===== src/rtl/rr_arb_four.sv =====
// rr_arb_four: four-way round-robin arbiter with a bounded grant hold time.
// A grant lasts until the holder signals done, drops its request, or has
// held the resource for HOLD_MAX cycles. In the last case a one-cycle
// timeout pulse is raised. Every release is followed by at least one idle
// cycle before the next grant is issued.
module rr_arb_four #(
    parameter int HOLD_MAX = 8
) (
    input  logic       clk,
    input  logic       rst,
    input  logic [3:0] req,
    input  logic       done,
    output logic [1:0] gnt_idx,
    output logic       gnt_valid,
    output logic       timeout
);

    typedef enum logic {
        IDLE  = 1'b0,
        GRANT = 1'b1
    } state_t;

    // The counter holds (cycles already granted - 1) while in GRANT, so the
    // limit is reached when it equals HOLD_MAX-1.
    localparam logic [7:0] HOLD_LAST = 8'(HOLD_MAX - 1);

    state_t     state;
    state_t     state_nxt;
    logic [1:0] ptr;
    logic [1:0] ptr_nxt;
    logic [7:0] cnt;
    logic [7:0] cnt_nxt;
    logic [1:0] gnt_idx_nxt;
    logic       gnt_valid_nxt;
    logic       timeout_nxt;

    logic [1:0] pick_idx;
    logic       holder_req;
    logic       at_limit;
    logic       release_now;

    // First set bit of r, searching p, p+1, p+2, p+3 with 2-bit wrap.
    // The loop runs from the farthest offset to the nearest so the nearest
    // requester is the last one written and therefore wins.
    function automatic logic [1:0] rr_pick(input logic [3:0] r, input logic [1:0] p);
        logic [1:0] idx;
        rr_pick = p;
        for (int i = 3; i >= 0; i--) begin
            idx = p + 2'(i);
            if (r[idx]) begin
                rr_pick = idx;
            end
        end
    endfunction

    // Release conditions as seen by the current holder.
    always_comb begin
        pick_idx    = rr_pick(req, ptr);
        holder_req  = req[gnt_idx];
        at_limit    = (cnt == HOLD_LAST);
        release_now = done || !holder_req || at_limit;
    end

    // Next-state and registered-output decode.
    always_comb begin
        state_nxt     = state;
        ptr_nxt       = ptr;
        cnt_nxt       = cnt;
        gnt_idx_nxt   = gnt_idx;
        gnt_valid_nxt = gnt_valid;
        timeout_nxt   = 1'b0;
        case (state)
            IDLE: begin
                gnt_valid_nxt = 1'b0;
                if (req != 4'b0000) begin
                    gnt_idx_nxt   = pick_idx;
                    gnt_valid_nxt = 1'b1;
                    cnt_nxt       = 8'd0;
                    state_nxt     = GRANT;
                end
            end
            GRANT: begin
                if (release_now) begin
                    gnt_valid_nxt = 1'b0;
                    ptr_nxt       = gnt_idx + 2'd1;
                    cnt_nxt       = 8'd0;
                    state_nxt     = IDLE;
                    // A timeout is reported only when the hold limit is the
                    // sole reason for the release.
                    timeout_nxt   = at_limit && !done && holder_req;
                end else begin
                    cnt_nxt = cnt + 8'd1;
                end
            end
            default: begin
                state_nxt     = IDLE;
                gnt_valid_nxt = 1'b0;
            end
        endcase
    end

    // State and output registers; reset overrides every other input.
    always_ff @(posedge clk) begin
        if (rst) begin
            state     <= IDLE;
            ptr       <= 2'd0;
            cnt       <= 8'd0;
            gnt_idx   <= 2'd0;
            gnt_valid <= 1'b0;
            timeout   <= 1'b0;
        end else begin
            state     <= state_nxt;
            ptr       <= ptr_nxt;
            cnt       <= cnt_nxt;
            gnt_idx   <= gnt_idx_nxt;
            gnt_valid <= gnt_valid_nxt;
            timeout   <= timeout_nxt;
        end
    end

endmodule


===== config.mk =====
export PLATFORM = sky130hd
export DESIGN_NAME = rr_arb_four
export DESIGN_NICKNAME = d
export VERILOG_FILES = /design/src/rtl/rr_arb_four.sv
export SDC_FILE = /design/constraint.sdc
export NUM_CORES = 1
export LEC_CHECK = 0
export CORE_ASPECT_RATIO = 0.75
export CORE_UTILIZATION = 35
export CTS_CLUSTER_SIZE = 14
export DETAILED_ROUTE_END_ITERATION = 10
export REMOVE_ABC_BUFFERS = 1
export SETUP_SLACK_MARGIN = 0.02
export SLEW_MARGIN = 5
export SYNTH_ARGS = -nofsm -noshare
export SYNTH_HDL_FRONTEND = slang
export SYNTH_SLANG_ARGS = --single-unit

===== constraint.sdc =====
create_clock -name clk -period 2.2 [get_ports clk]
set_input_delay 0.33 -clock clk [delete_from_list [all_inputs] [get_ports clk]]
set_output_delay 0.33 -clock clk [all_outputs]
set_load 0.005 [all_outputs]

## After elaboration in Yosys (flattened, before gate mapping)

Cells that the tools add are included.

| operators by class | value |
|---|---|
| bitwise logic cells | 2 |
| add/subtract/negate cells | 5 |
| multiplexer cells | 22 |
| $lt $le $gt $ge | 5 |
| reduce and logical (&&, ||, !) cells | 10 |
| equality and inequality tests | 3 |

Operators with widths:

| cell | count |
|---|---|
| $mux W8 | 2 |
| $pmux W8 S2 | 1 |
| $lt A2 B3 Y1 const B | 5 |
| $bmux W1 S2 | 5 |
| $add A8 B1 Y8 const B | 1 |
| $eq A8 B3 Y1 const B | 1 |
| $mux W1 | 8 |
| $mux W2 | 4 |
| $add A2 B1 Y2 const B | 2 |
| $add A2 B2 Y2 const B | 2 |
| $pmux W1 S2 | 2 |
| $reduce_and A2 Y1 | 2 |
| $reduce_bool A4 Y1 | 1 |
| $reduce_or A3 Y1 | 1 |
| $logic_and A1 B1 Y1 | 2 |
| $logic_not A1 Y1 | 2 |
| $logic_or A1 B1 Y1 | 2 |
| $ne A2 B1 Y1 const B | 1 |
| $ne A2 B2 Y1 const B | 1 |
| $not A1 Y1 | 2 |

| storage, ports and cells | value |
|---|---|
| bits of input ports | 7 |
| output and inout port bits | 4 |
| bits in registers | 15 |

## Logic depth before layout (Yosys ltp)

| depth | value |
|---|---|
| word-level depth | 7 |
| gate-level depth with buffers | 5 |
| gate-level depth less buffers | 5 |

## Worst setup path before layout

No wires, ideal clock.

| timing | value |
|---|---|
| path type | register to register |
| start point | register gnt_idx[0] |
| end point | register ptr[0] |
| cell stages (with the launch flop) | 6 |
| buffers on the path | 1 |
| arrival time | 1.321 ns |
| setup time | 0.136 ns |
| data required time | 2.064 ns |
| slack | 0.743 ns |
| cells stage by stage | dfxtp_1 > buf_4 > mux4_2 > o211ai_2 > and2_4 > a211oi_2 |

| between the ends | value |
|---|---|
| longest elaborated chain between the ends | 6 |
| elaborated cells between the ends (all ways) | 7 |

RTL lines:

| element | line | source |
|---|---|---|
| from (decl) | 13 | `output logic [1:0] gnt_idx,` |
| from (signal assigned) | 115 | `gnt_idx <= gnt_idx_nxt;` |
| $bmux W1 S2 | 59 | `holder_req = req[gnt_idx];` |
| $mux W1 (not written as such) | 59 |  |
| $logic_not A1 Y1 | 61 | `release_now = done \|\| !holder_req \|\| at_limit;` |
| $logic_or A1 B1 Y1 (2 in a row) | 61 |  |
| $reduce_and A2 Y1 (no source line) | -- |  |
| to (signal assigned) | 113 | `ptr <= ptr_nxt;` |
| to (decl) | 29 | `logic [1:0] ptr;` |

Parallel ways exist; a longest one is shown, timed or not. The select of a mux whose other input is x is not followed.
A chain may end at the register's enable or synchronous reset.

## Worst setup path after layout

| timing | value |
|---|---|
| start point | register gnt_idx[0] |
| end point | output port gnt_idx[0] |

No word-level cell between the ends.

==> results.txt <==
Critical-path top delay cell = clkdlybuf4s50_1
routed vias = 777
fillcell total = 244
startpoint types = flip-flop
CTS tree = yes
Sink Count = 15
die area = 2746 sq um
CP Cell Sequence = clkdlybuf4s50_1
Area after DPL = 1018 sq um
vias in the first global route = 671
pin count of the biggest net entering global routing = 11
Detailed Routing Iterations Pass 1 = 4
Via density = 5.286
Max clock buf depth = 2
PostCTS Resize Cnt = 0
slew margin rel. = 69.73%
die height = 45.63 microns
fin cells = 147
pins over their slew limit = 0
most common cell after layout, fill and taps aside = dfxtp_1
GRT overflow = 0
Post-CTS Setup Bufs = 0
CP endpoint kind = output port
Gate power share = 19.8%
placer congestion estimate = 0.7485
Avg WL per Cell = 13.02 microns
total of max-cap violations = 0
post-synth cell types = 42
commonest non-fill, non-tap cells in the layout = 15 x dfxtp_1, 10 x clkdlybuf4s50_1, 9 x nand2_1
# IOs = 11
skew final = 18.02 ps
CP top delay family = buffers and inverters
Synth async-reset ratio = 0%
Setup Viol. Count Final = 0
synthesized area per cell = 8.796 sq um
simple-gate share of the synthesized area = 26.48%
Final period util = 78.51%
fmax = 579.0 MHz
crit path kind = reg2out
dpl hpwl = 1390 microns
hold violation count in the final report = 0
Clk Latency, worst-skew pair = 300 ps
maximum vdd drop = 0.2609 mV
PD cells = 562.1 nW/um^2
Pwr Total = 0.5879 mW
Psw = 0.1744 mW
num rows = 15
Setup WS post-layout = 472.8 ps
antenna violations before repair = 0
area of the multi-input gates = 538.0 sq um
crit path max fanout = 7
ANT nets after route = 0
DP Worst Slack = 172.7 ps
H-tree depth = 1
Slew @ Worst Pin = 453.0 ps
CTS Hold Bufs = 0
largest family of logic cells by synthesized area = simple AND/OR/NAND/NOR gates
Min Clock Period, post-route = 1727 ps
Root Buffer = clkbuf_4
All-Layer GR Usage = 15.92%
die width = 60.18 microns
first-pass GRT wire length = 3160 microns
switching share of power = 29.67%
Arrival @ worst endpoint = 1400 ps
Post-Layout Inst Area = 1046 sq um
Worst Path Required = 1870 ps
CTS Buf Count = 3
leakage = 0.3326 nW
drc violations = 0
initial core utilization = 37.87%
kind of path behind the tightest hold check = reg2reg
post-synthesis cell count = 101
RSZ-0062 raised after global routing = no
Diodes inserted = 0
Synth Flop Type = dfxtp_1
dpl cells = 143
CTS clk-pin slew, worst paths = 110 ps
sequential share of power = 51.6%
First DRT Iteration DRCs = 23
sequential cell area fraction in the yosys report = 33.80%
core area = 2346 sq um
Post-synth EDFFs = 0
Layout area overhead = 17.75%
Routed WL = 1914 microns
slowest stage delay, CP = 570 ps
outcome = completed
setup tns final = 0 ps
Cell Int Power = 0.4135 mW
clock power share = 28.6%
Final nets = 122
Ys Warns = 0
proportion of layout cells with a drive suffix above 1 = 15.93%
mux cell area share after synthesis = 5.915%
post-synthesis xor/xnor area fraction = 3.944%
FF/Latch Area = 300.3 sq um
synthesized flop and latch total = 15
# port buffers = 10
Syn Std Cell Area = 888.4 sq um
Worst Path Buf+Inv = 1
Post-Synth Adder-Cell Area = 1.408%
Synth Area in Compound Gates = 22.82%
-- metal layers --
layer	wire (microns)	GRT usage (%)	share of wire, %
met5	0	0	0
met4	15	4.186	0.78
met3	78	5.398	4.1
met2	831	21.98	43
met1	988	23.30	52
-- flip-flops by register name, summed over array words and instances (netlist names) --
signal,flops
timeout,1
state,1
gnt_idx,2
gnt_valid,1
cnt,8
ptr,2
-- area by class of cell --
type | instances | share of cell area [%]
flip-flops and latches | 15 | 28.71
repair buffers | 12 | 11.00
inverters | 6 | 2.153
clock inverters | 1 | 0.4785
multi-input cells | 76 | 51.44
clock buffers | 3 | 2.153
well taps | 34 | 4.067
-- final timing paths --
check / from / end / cells after the start / slack [ps]
setup / recovery: gnt_idx[0] / gnt_idx[0] / 1 / 470
hold / removal: gnt_valid / gnt_valid / 2 / 470
setup reg to reg: gnt_idx[0] / ptr[0] / 4 / 620
hold reg to reg: gnt_valid / gnt_valid / 2 / 470
-- synthesized netlist by cell type (all sizes together), types with 2 or more instances --
library cell	count	share of area, %
a21oi	7	3.9
a211oi	2	2.8
a31oi	3	2.1
nand3	7	4.5
inv	6	2.5
buf	3	2.7
xnor2	2	2.0
o21ai	7	3.9
mux2i	3	3.4
xor2	2	2.0
nand2	9	3.8
dfxtp	15	34
nor2	8	3.4
nor2b	2	1.4
nand3b	2	1.7
-- cell families after synthesis --
| kind of cell | count (synthesis) |
|---|---|
| buffers and inverters | 10 |
| AO/OA/AOI/OAI | 27 |
| flip-flops | 15 |
| adder cells (fa/ha/maj) | 1 |
| XOR/XNOR | 4 |
| AND/OR/NAND/NOR | 40 |
| multiplexers | 4 |
-- power by group through the flow --
| stage | logic [mW] | clock network [mW] | registers, mW |
|---|---|---|---|
| after CTS | 0.117 | 0.166 | 0.303 |
| after global placement | 0.114 | 0 | 0.309 |
| after detailed placement | 0.117 | 0 | 0.309 |
| after global routing | 0.126 | 0.180 | 0.305 |
| final | 0.117 | 0.168 | 0.303 |
| after floorplan | 0.0667 | 0 | 0.307 |
-- metrics by stage --
step | hold slack, ps | utilization (%)
floorplan | 394.6 | -
detailed placement | 456.3 | 43.41
global route | 500.2 | 44.59
finish | 469.1 | 44.59
CTS | 471.4 | 44.59
global placement | 457.3 | 43.41
Note: power is estimated with default switching activity, not from simulation.
